--- src/rtl/btn_pulse_if.sv ---
// Button front-end bundle: raw pins in, clean pulses/levels out, plus FSM state for debug.
// Pulses are single-cycle strobes with no back-pressure: trig/split are valid for exactly one cycle, and there is no ready.
interface btn_pulse_if;
    logic       btn_trig_raw;
    logic       btn_split_raw;
    logic       trig;
    logic       split;
    logic       trig_level;
    logic       split_level;
    logic [1:0] trig_state;
    logic [1:0] split_state;

    modport master (
        output btn_trig_raw, btn_split_raw,
        input  trig, split, trig_level, split_level, trig_state, split_state
    );

    modport slave (
        input  btn_trig_raw, btn_split_raw,
        output trig, split, trig_level, split_level, trig_state, split_state
    );
endinterface

--- src/rtl/btn_pulse_gen.sv ---
// Two-channel button debouncer producing one clean pulse per press, with trig-over-split
// arbitration so the two pulses never share a cycle.
module btn_pulse_gen #(
    parameter int DEBOUNCE_CYCLES = 1_000_000,
    parameter int CNT_W           = 20
) (
    input  logic         clk,
    input  logic         reset,
    btn_pulse_if.slave   bus
);

    localparam logic [1:0] S_IDLE   = 2'd0;
    localparam logic [1:0] S_ARM    = 2'd1;
    localparam logic [1:0] S_HELD   = 2'd2;
    localparam logic [1:0] S_DISARM = 2'd3;

    localparam logic [CNT_W-1:0] CNT_LAST = CNT_W'(DEBOUNCE_CYCLES - 1);
    localparam logic [CNT_W-1:0] CNT_ONE  = {{(CNT_W-1){1'b0}}, 1'b1};

    // Channel 0 is trig, channel 1 is split.
    logic [1:0]            w_raw;
    logic [1:0]            r_sync1;
    logic [1:0]            r_sync2;
    logic [1:0][1:0]       r_state;
    logic [1:0][1:0]       w_state_nxt;
    logic [1:0][CNT_W-1:0] r_cnt;
    logic [1:0][CNT_W-1:0] w_cnt_nxt;
    logic [1:0]            w_press;
    logic [1:0]            w_level_nxt;
    logic [1:0]            r_level;

    logic r_trig;
    logic r_split;
    logic r_trig_pend;
    logic r_split_pend;
    logic w_trig_nxt;
    logic w_split_nxt;
    logic w_trig_pend_nxt;
    logic w_split_pend_nxt;

    assign w_raw = {bus.btn_split_raw, bus.btn_trig_raw};

    always_comb begin
        for (int ch = 0; ch < 2; ch++) begin
            w_state_nxt[ch] = r_state[ch];
            w_cnt_nxt[ch]   = r_cnt[ch];
            w_press[ch]     = 1'b0;
            case (r_state[ch])
                S_IDLE: begin
                    if (r_sync2[ch]) begin
                        w_state_nxt[ch] = S_ARM;
                        w_cnt_nxt[ch]   = '0;
                    end
                end
                S_ARM: begin
                    if (!r_sync2[ch]) begin
                        w_state_nxt[ch] = S_IDLE;
                    end else if (r_cnt[ch] == CNT_LAST) begin
                        w_state_nxt[ch] = S_HELD;
                        w_press[ch]     = 1'b1;
                    end else begin
                        w_cnt_nxt[ch] = r_cnt[ch] + CNT_ONE;
                    end
                end
                S_HELD: begin
                    if (!r_sync2[ch]) begin
                        w_state_nxt[ch] = S_DISARM;
                        w_cnt_nxt[ch]   = '0;
                    end
                end
                default: begin
                    // Release bounce returns to HELD without a new press.
                    if (r_sync2[ch]) begin
                        w_state_nxt[ch] = S_HELD;
                    end else if (r_cnt[ch] == CNT_LAST) begin
                        w_state_nxt[ch] = S_IDLE;
                    end else begin
                        w_cnt_nxt[ch] = r_cnt[ch] + CNT_ONE;
                    end
                end
            endcase
            w_level_nxt[ch] = (w_state_nxt[ch] == S_HELD) || (w_state_nxt[ch] == S_DISARM);
        end
    end

    // A pending split always drains first; otherwise trig wins and split waits one cycle.
    always_comb begin
        w_trig_nxt       = 1'b0;
        w_split_nxt      = 1'b0;
        w_trig_pend_nxt  = 1'b0;
        w_split_pend_nxt = 1'b0;
        if (r_split_pend) begin
            w_split_nxt      = 1'b1;
            w_trig_pend_nxt  = r_trig_pend | w_press[0];
            w_split_pend_nxt = w_press[1];
        end else if (r_trig_pend || w_press[0]) begin
            w_trig_nxt       = 1'b1;
            w_trig_pend_nxt  = r_trig_pend & w_press[0];
            w_split_pend_nxt = w_press[1];
        end else begin
            w_split_nxt = w_press[1];
        end
    end

    always_ff @(posedge clk or negedge reset) begin
        if (!reset) begin
            r_sync1      <= '0;
            r_sync2      <= '0;
            r_state      <= {S_IDLE, S_IDLE};
            r_cnt        <= '0;
            r_level      <= '0;
            r_trig       <= 1'b0;
            r_split      <= 1'b0;
            r_trig_pend  <= 1'b0;
            r_split_pend <= 1'b0;
        end else begin
            r_sync1      <= w_raw;
            r_sync2      <= r_sync1;
            r_state      <= w_state_nxt;
            r_cnt        <= w_cnt_nxt;
            r_level      <= w_level_nxt;
            r_trig       <= w_trig_nxt;
            r_split      <= w_split_nxt;
            r_trig_pend  <= w_trig_pend_nxt;
            r_split_pend <= w_split_pend_nxt;
        end
    end

    assign bus.trig        = r_trig;
    assign bus.split       = r_split;
    assign bus.trig_level  = r_level[0];
    assign bus.split_level = r_level[1];
    assign bus.trig_state  = r_state[0];
    assign bus.split_state = r_state[1];

endmodule

--- src/flat_wrapper.sv ---
// flat-port wrapper written by rule: the top's interface ports become plain ports
module btn_pulse_gen_flat 
#(
    parameter int DEBOUNCE_CYCLES = 1_000_000,
    parameter int CNT_W           = 20
)
  (clk, reset, bus_btn_trig_raw, bus_btn_split_raw, bus_trig, bus_split, bus_trig_level, bus_split_level, bus_trig_state, bus_split_state);
  btn_pulse_if bus_i ();
  input  logic clk;
  input  logic reset;
  input wire logic [$bits(bus_i.btn_trig_raw)-1:0] bus_btn_trig_raw;
  input wire logic [$bits(bus_i.btn_split_raw)-1:0] bus_btn_split_raw;
  output wire logic [$bits(bus_i.trig)-1:0] bus_trig;
  output wire logic [$bits(bus_i.split)-1:0] bus_split;
  output wire logic [$bits(bus_i.trig_level)-1:0] bus_trig_level;
  output wire logic [$bits(bus_i.split_level)-1:0] bus_split_level;
  output wire logic [$bits(bus_i.trig_state)-1:0] bus_trig_state;
  output wire logic [$bits(bus_i.split_state)-1:0] bus_split_state;
  assign bus_i.btn_trig_raw = bus_btn_trig_raw;
  assign bus_i.btn_split_raw = bus_btn_split_raw;
  assign bus_trig = bus_i.trig;
  assign bus_split = bus_i.split;
  assign bus_trig_level = bus_i.trig_level;
  assign bus_split_level = bus_i.split_level;
  assign bus_trig_state = bus_i.trig_state;
  assign bus_split_state = bus_i.split_state;
  btn_pulse_gen #(.DEBOUNCE_CYCLES(DEBOUNCE_CYCLES), .CNT_W(CNT_W)) u_core (.clk(clk), .reset(reset), .bus(bus_i));
endmodule
--- config.mk ---
export PLATFORM = sky130hd
export DESIGN_NAME = btn_pulse_gen_flat
export DESIGN_NICKNAME = d
export VERILOG_FILES = /design/src/rtl/btn_pulse_if.sv /design/src/rtl/btn_pulse_gen.sv /design/src/flat_wrapper.sv
export SDC_FILE = /design/constraint.sdc
export NUM_CORES = 1
export LEC_CHECK = 0
export BUFFER_PORTS_ARGS = -buffer_cell sky130_fd_sc_hd__buf_2
export CORE_MARGIN = 2
export CORE_UTILIZATION = 61
export CTS_CLUSTER_SIZE = 28
export DETAILED_ROUTE_END_ITERATION = 16
export HOLD_SLACK_MARGIN = 0.12
export PLACE_DENSITY_LB_ADDON = 0.08
export SLEW_MARGIN = 15
export SYNTH_ARGS = -nofsm -noshare
export SYNTH_HDL_FRONTEND = slang
export SYNTH_SLANG_ARGS = --single-unit
--- constraint.sdc ---
create_clock -name clk -period 2.6 [get_ports clk]
set_input_delay 0.52 -clock clk [delete_from_list [all_inputs] [get_ports clk]]
set_output_delay 0.52 -clock clk [all_outputs]
set_load 0.05 [all_outputs]
Word-level counts from Yosys, hierarchy flattened
Cells that the tools add are included.

word-level totals
  register bits after elaboration = 54
  memory bits (writable) = 0
  logic and storage cells = 80
  ROM bits = 0
  memories kept = 0
  latch bits = 0
  input bits = 4

operators by class
  shift operators = 0
  div/mod/pow operators = 0
  $mul = 0
  magnitude comparators = 0
  equality and inequality tests = 18
  reduce and logical (&&, ||, !) cells = 7
  bitwise gates (word level) = 2
  add/sub/neg operators = 2
  mux-type cells = 40

operators by type and width
  kind                   count
  $mux 20                10
  $pmux 20 s3            2
  $add 20x1->20 const B  2
  $eq 20x20->1 const B   2
  $mux 2                 12
  $mux 1                 14
  $eq 2x2->1 const B     6
  $pmux 2 s3             2
  $ne 2x1->1 const B     4
  $reduce_and 4->1       2
  $ne 3x3->1 const B     2
  $eq 2x1->1 const B     2
  $logic_not 2->1        2
  $ne 2x2->1 const B     2
  $logic_or 1x1->1       3
  $and 1x1->1            1
  $or 1x1->1             1

Logic depth before layout (Yosys ltp)
  word-level depth = 7
  mapped depth = 6
  gate-level depth less buffers = 6

Worst setup path after synthesis
OpenSTA, ideal clock, no wires.

  kind = register to register
  from = register u_core.r_state (netlist bit u_core.bus.trig_state[1])
  to = register u_core.r_cnt[17] in the netlist's numbering
  cell stages (with the launch flop) = 5
  slack = 335 ps
  period minus slack after synthesis = 2265 ps
  arrival time = 2196 ps
  cells stage by stage = dfrtp_1 > xor2_1 > nand2_1 > or4b_2 > nand3_1

on the way
  word-level cells in the longest chain between the ends = 3
  elaborated cells between the ends (all ways) = 9

ends and longest elaborated chain
  item                                                       RTL line              source
  from (decl)                                                btn_pulse_gen.sv:24   logic [1:0][1:0] r_state;
  from (signal assigned)                                     btn_pulse_gen.sv:109  r_state <= {S_IDLE, S_IDLE};
  from (signal assigned)                                     btn_pulse_gen.sv:119  r_state <= w_state_nxt;
  $eq 2x1->1, or another cell as far along                   btn_pulse_gen.sv:48   case (r_state[ch])
  $ne 3x3->1 (no source line), or another cell as far along  -
  $reduce_and 4->1 (no source line)                          -
  to (signal assigned)                                       btn_pulse_gen.sv:120  r_cnt <= w_cnt_nxt;
  to (decl)                                                  btn_pulse_gen.sv:26   logic [1:0][CNT_W-1:0] r_cnt;

Several ways; a longest one is shown, not always the timed one.
A chain may end at the register's enable or synchronous reset.

Worst setup path in the final report
  from = register u_core.r_cnt[7] in the netlist's numbering
  to = register u_core.r_cnt[6] in the netlist's numbering

on the way
  word-level cells in the longest chain between the ends = 4
  elaborated cells between the ends (all ways) = 5

ends and longest elaborated chain
  item                        RTL line
  $eq 20x20->1 *              btn_pulse_gen.sv:58, btn_pulse_gen.sv:75
  $mux 20 *                   -
  $mux 20 (on tied branches)  -
  $pmux 20 s3 *               -

Every way passes the cells marked *; elsewhere a longest branch is shown, timed or not. The select of a mux whose other input is x is not followed.

==> metrics.csv <==
stage;metric;value;unit
drt;via_per_inst;6.70;
layout;drive_gt1_share;14.2;%
drt;drt-wirelength-per-cell;17.5;um
synthesis;synth_enable_flop_cells;0;
layout;n_antenna_cell;0;
synthesis;syn-num-nets;314;
drt;vias;2572;
place;place_ws;137;ps
timing;fin_skew;10.6;ps
layout;nets;335;
drt;drc_errors;0;
timing;period_minus_slack;2470;ps
floorplanning;chipHeight;73.5;um
global_routing;grt_max_degree;27;
synthesis;netlist_area;2950;um2
drt;first_iter_violations;213;
clock_tree;cts-htree-levels;2;
clock_tree;hold_buffers;0;
synthesis;synthCells;308;
drt;drtPass1Iterations;5;
clock_tree;cts_root_buf;clkbuf_8;
synthesis;async_flop_share;100;%
synthesis;ys_seq_area_share;45.9;%
timing;final.setup.tns;0;ps
power_and_ir_drop;p_leak;1.40;nW
drt;finalWirelength;6730;um
floorplanning;core-area;4690;um2
floorplanning;rows;25;
clock_tree;cts_buffer_depth;2;
critical_path;critPathLaunchType;flop;
synthesis;synth.avg_cell_area;9.56;um2
timing;hold_violations;0;
drt;postRouteAntennaNets;0;
synthesis;yosysTopAreaCell;dfrtp_1;
power_and_ir_drop;ir_drop;0.404;mV
clock_tree;clk_pin_slew_worst_paths;100;ps
global_routing;track_usage;26.2;%
clock_tree;post_cts_buffers;0;
clock_tree;clkSinkCount;54;
floorplanning;die_area;5400;um2
timing;worstMarginPinSlew;515;ps
timing;grt_setup_unrepaired;false;
synthesis;yosysWarnings;0;
timing;slew_headroom;65.5;%
power_and_ir_drop;pwr_density_cell;503;nW/um2
global_routing;grt_pass1_vias;2234;
timing;fmax;404;MHz
place;io_buffers;11;
critical_path;cp_max_fo;9;
synthesis;synth_area_leaders;dfrtp_1 46%, nand2_1 3.8%, nand3_1 3.7%;
critical_path;cp.arrival;2650;ps
clock_tree;clk_latency;310;ps
timing;setup_ws;126;ps
critical_path;worstSetupPathType;reg2reg;
layout;syn_to_final_growth;10.1;%
global_routing;overflow;0;
timing;fin_crit_sh;95.2;%
global_routing;antenna_found_initial;0;
timing;final-setup-viol-count;0;
floorplanning;die_w;73.5;um
clock_tree;numCtsBuffers;5;
min_path;worstHoldPathType;in2async;
place;post-dp-hpwl;4810;um
global_routing;grt_pass1_wl;11000;um
floorplanning;initial_utilization;62.8;%
critical_path;end_kind;flop;
timing;drv_slew;0;
synthesis;ys.flop_type;dfrtp_1;
clock_tree;cts_resized;0;
synthesis;ys_ff_latch;54;
clock_tree;cts_tree;yes;
synthesis;synth_top_cell_area_share;45.9;%
critical_path;worstPathRequired;2780;ps
layout;fin_util;69.1;%
place;place.gp.congestion;0.900;
status;outcome;finished, final reports clean;
floorplanning;io_pins;12;
synthesis;synthDistinctLibCells;58;
job;maxCapViolCount;0;
sequential cells by signal (all words and copies together) (netlist names):
signal                  count
u_core.r_level              2
u_core.bus.split            1
u_core.r_trig_pend          1
u_core.r_cnt               40
u_core.bus.split_state      2
u_core.r_sync1              2
u_core.r_sync2              2
u_core.r_split_pend         1
u_core.bus.trig             1
u_core.bus.trig_state       2
through the flow:
step	power, mW	hold slack, ps	cells	cell area (um2)
finish	1.63	125	384	3240
global route	1.70	144	384	3240
CTS	1.64	133	384	3240
detailed placement	1.06	336	376	3130
global placement	1.06	344	376	3130
floorplan	0.994	224	308	2950
path summary, 6_finish.rpt:
path                                        start           endpoint  slack, ps  cells after the start
worst max-delay path              u_core.r_cnt[7]    u_core.r_cnt[6]        130                      4
worst min register to register  u_core.r_sync1[0]  u_core.r_sync2[0]        370                      0
worst min-delay path                        reset   u_core.r_cnt[11]        130                      1
min in group clk                 bus_btn_trig_raw  u_core.r_sync1[0]        300                      1
worst max register to register    u_core.r_cnt[7]    u_core.r_cnt[6]        130                      4
max in group asynchronous                   reset   u_core.r_cnt[14]       1870                      2
cells in the mapped netlist, types with 3 or more instances:
library cell and count:
dfrtp_1 54, nand2_1 30, nand3_1 22, inv_1 15, o21ai_0 14, or4_1 14, o31ai_1 11, clkbuf_1 10
nor2_1 10, a21oi_1 9, nand4_1 9, and3_1 8, o211ai_1 8, mux2i_1 6, nor3_1 6, or3_1 6
a31oi_1 5, and2_1 4, and4_1 4, o2bb2ai_1 4, a211o_1 3, mux2_2 3, nand3b_1 3, nor4_1 3
o311ai_0 3
cell usage in the layout, fill, tap and decap left out, drive strengths merged, types with 2 or more instances in the layout:
cell,count
a31oi,5
a21oi,9
a41oi,2
a32o,2
o22ai,2
xnor2,2
nor2,11
o311ai,3
nand4,9
o31ai,11
or4,14
and4,5
a31o,3
and2,5
nand3b,3
buf,26
a22o,2
dfrtp,54
clkbuf,5
o41a,2
mux2i,6
a211o,3
o2bb2ai,4
o211ai,8
or3,6
or4b,3
inv,17
mux2,3
o221ai,2
nand3,22
xor2,2
nor4,3
o21ai,17
ha,2
nand2,30
and3,9
nor3,6
cell type report:
type / count / area [um2]
Clock inverter: 3 / 47.5
Timing Repair Buffer: 26 / 168
Sequential cell: 54 / 1350
Fill cell: 370 / 1450
Multi-Input combinational cell: 226 / 1480
Tap cell: 54 / 67.6
Clock buffer: 5 / 68.8
Inverter: 16 / 60.1
worst max-delay path, cell delays in order, from the launching register on:
cell	delay (ps)
dfrtp_1	450
or4_1	520
or4_1	720
o211ai_1	510
o21ai_0	140
per-layer routing:
metal	share of wire [%]	track usage, %	vias to the layer above
li1	-	-	1236
met1	49	41.8	1256
met2	45	37.8	73
met3	5.3	4.12	7
met4	0.50	4.85	0
met5	0	0	-
power breakdown:
group | switching [mW] | internal (mW) | total, mW | leakage (nW)
Combinational | 0.0999 | 0.0548 | 0.155 | 0.610
Clock | 0.290 | 0.292 | 0.582 | 0.0587
Sequential | 0.0285 | 0.865 | 0.893 | 0.735
logic make-up after synthesis:
group                      Yosys count  share of synthesized area [%]
buffers and inverters               28                           3.87
xor gates and xnor gates             4                           1.19
DFF                                 54                           45.9
muxes                                9                           3.19
adders and majority gates            3                           1.19
AOI/OAI and AO/OA                   80                           19.8
and+or+nand+nor                    130                           24.9
(Power assumes the default switching activity.)
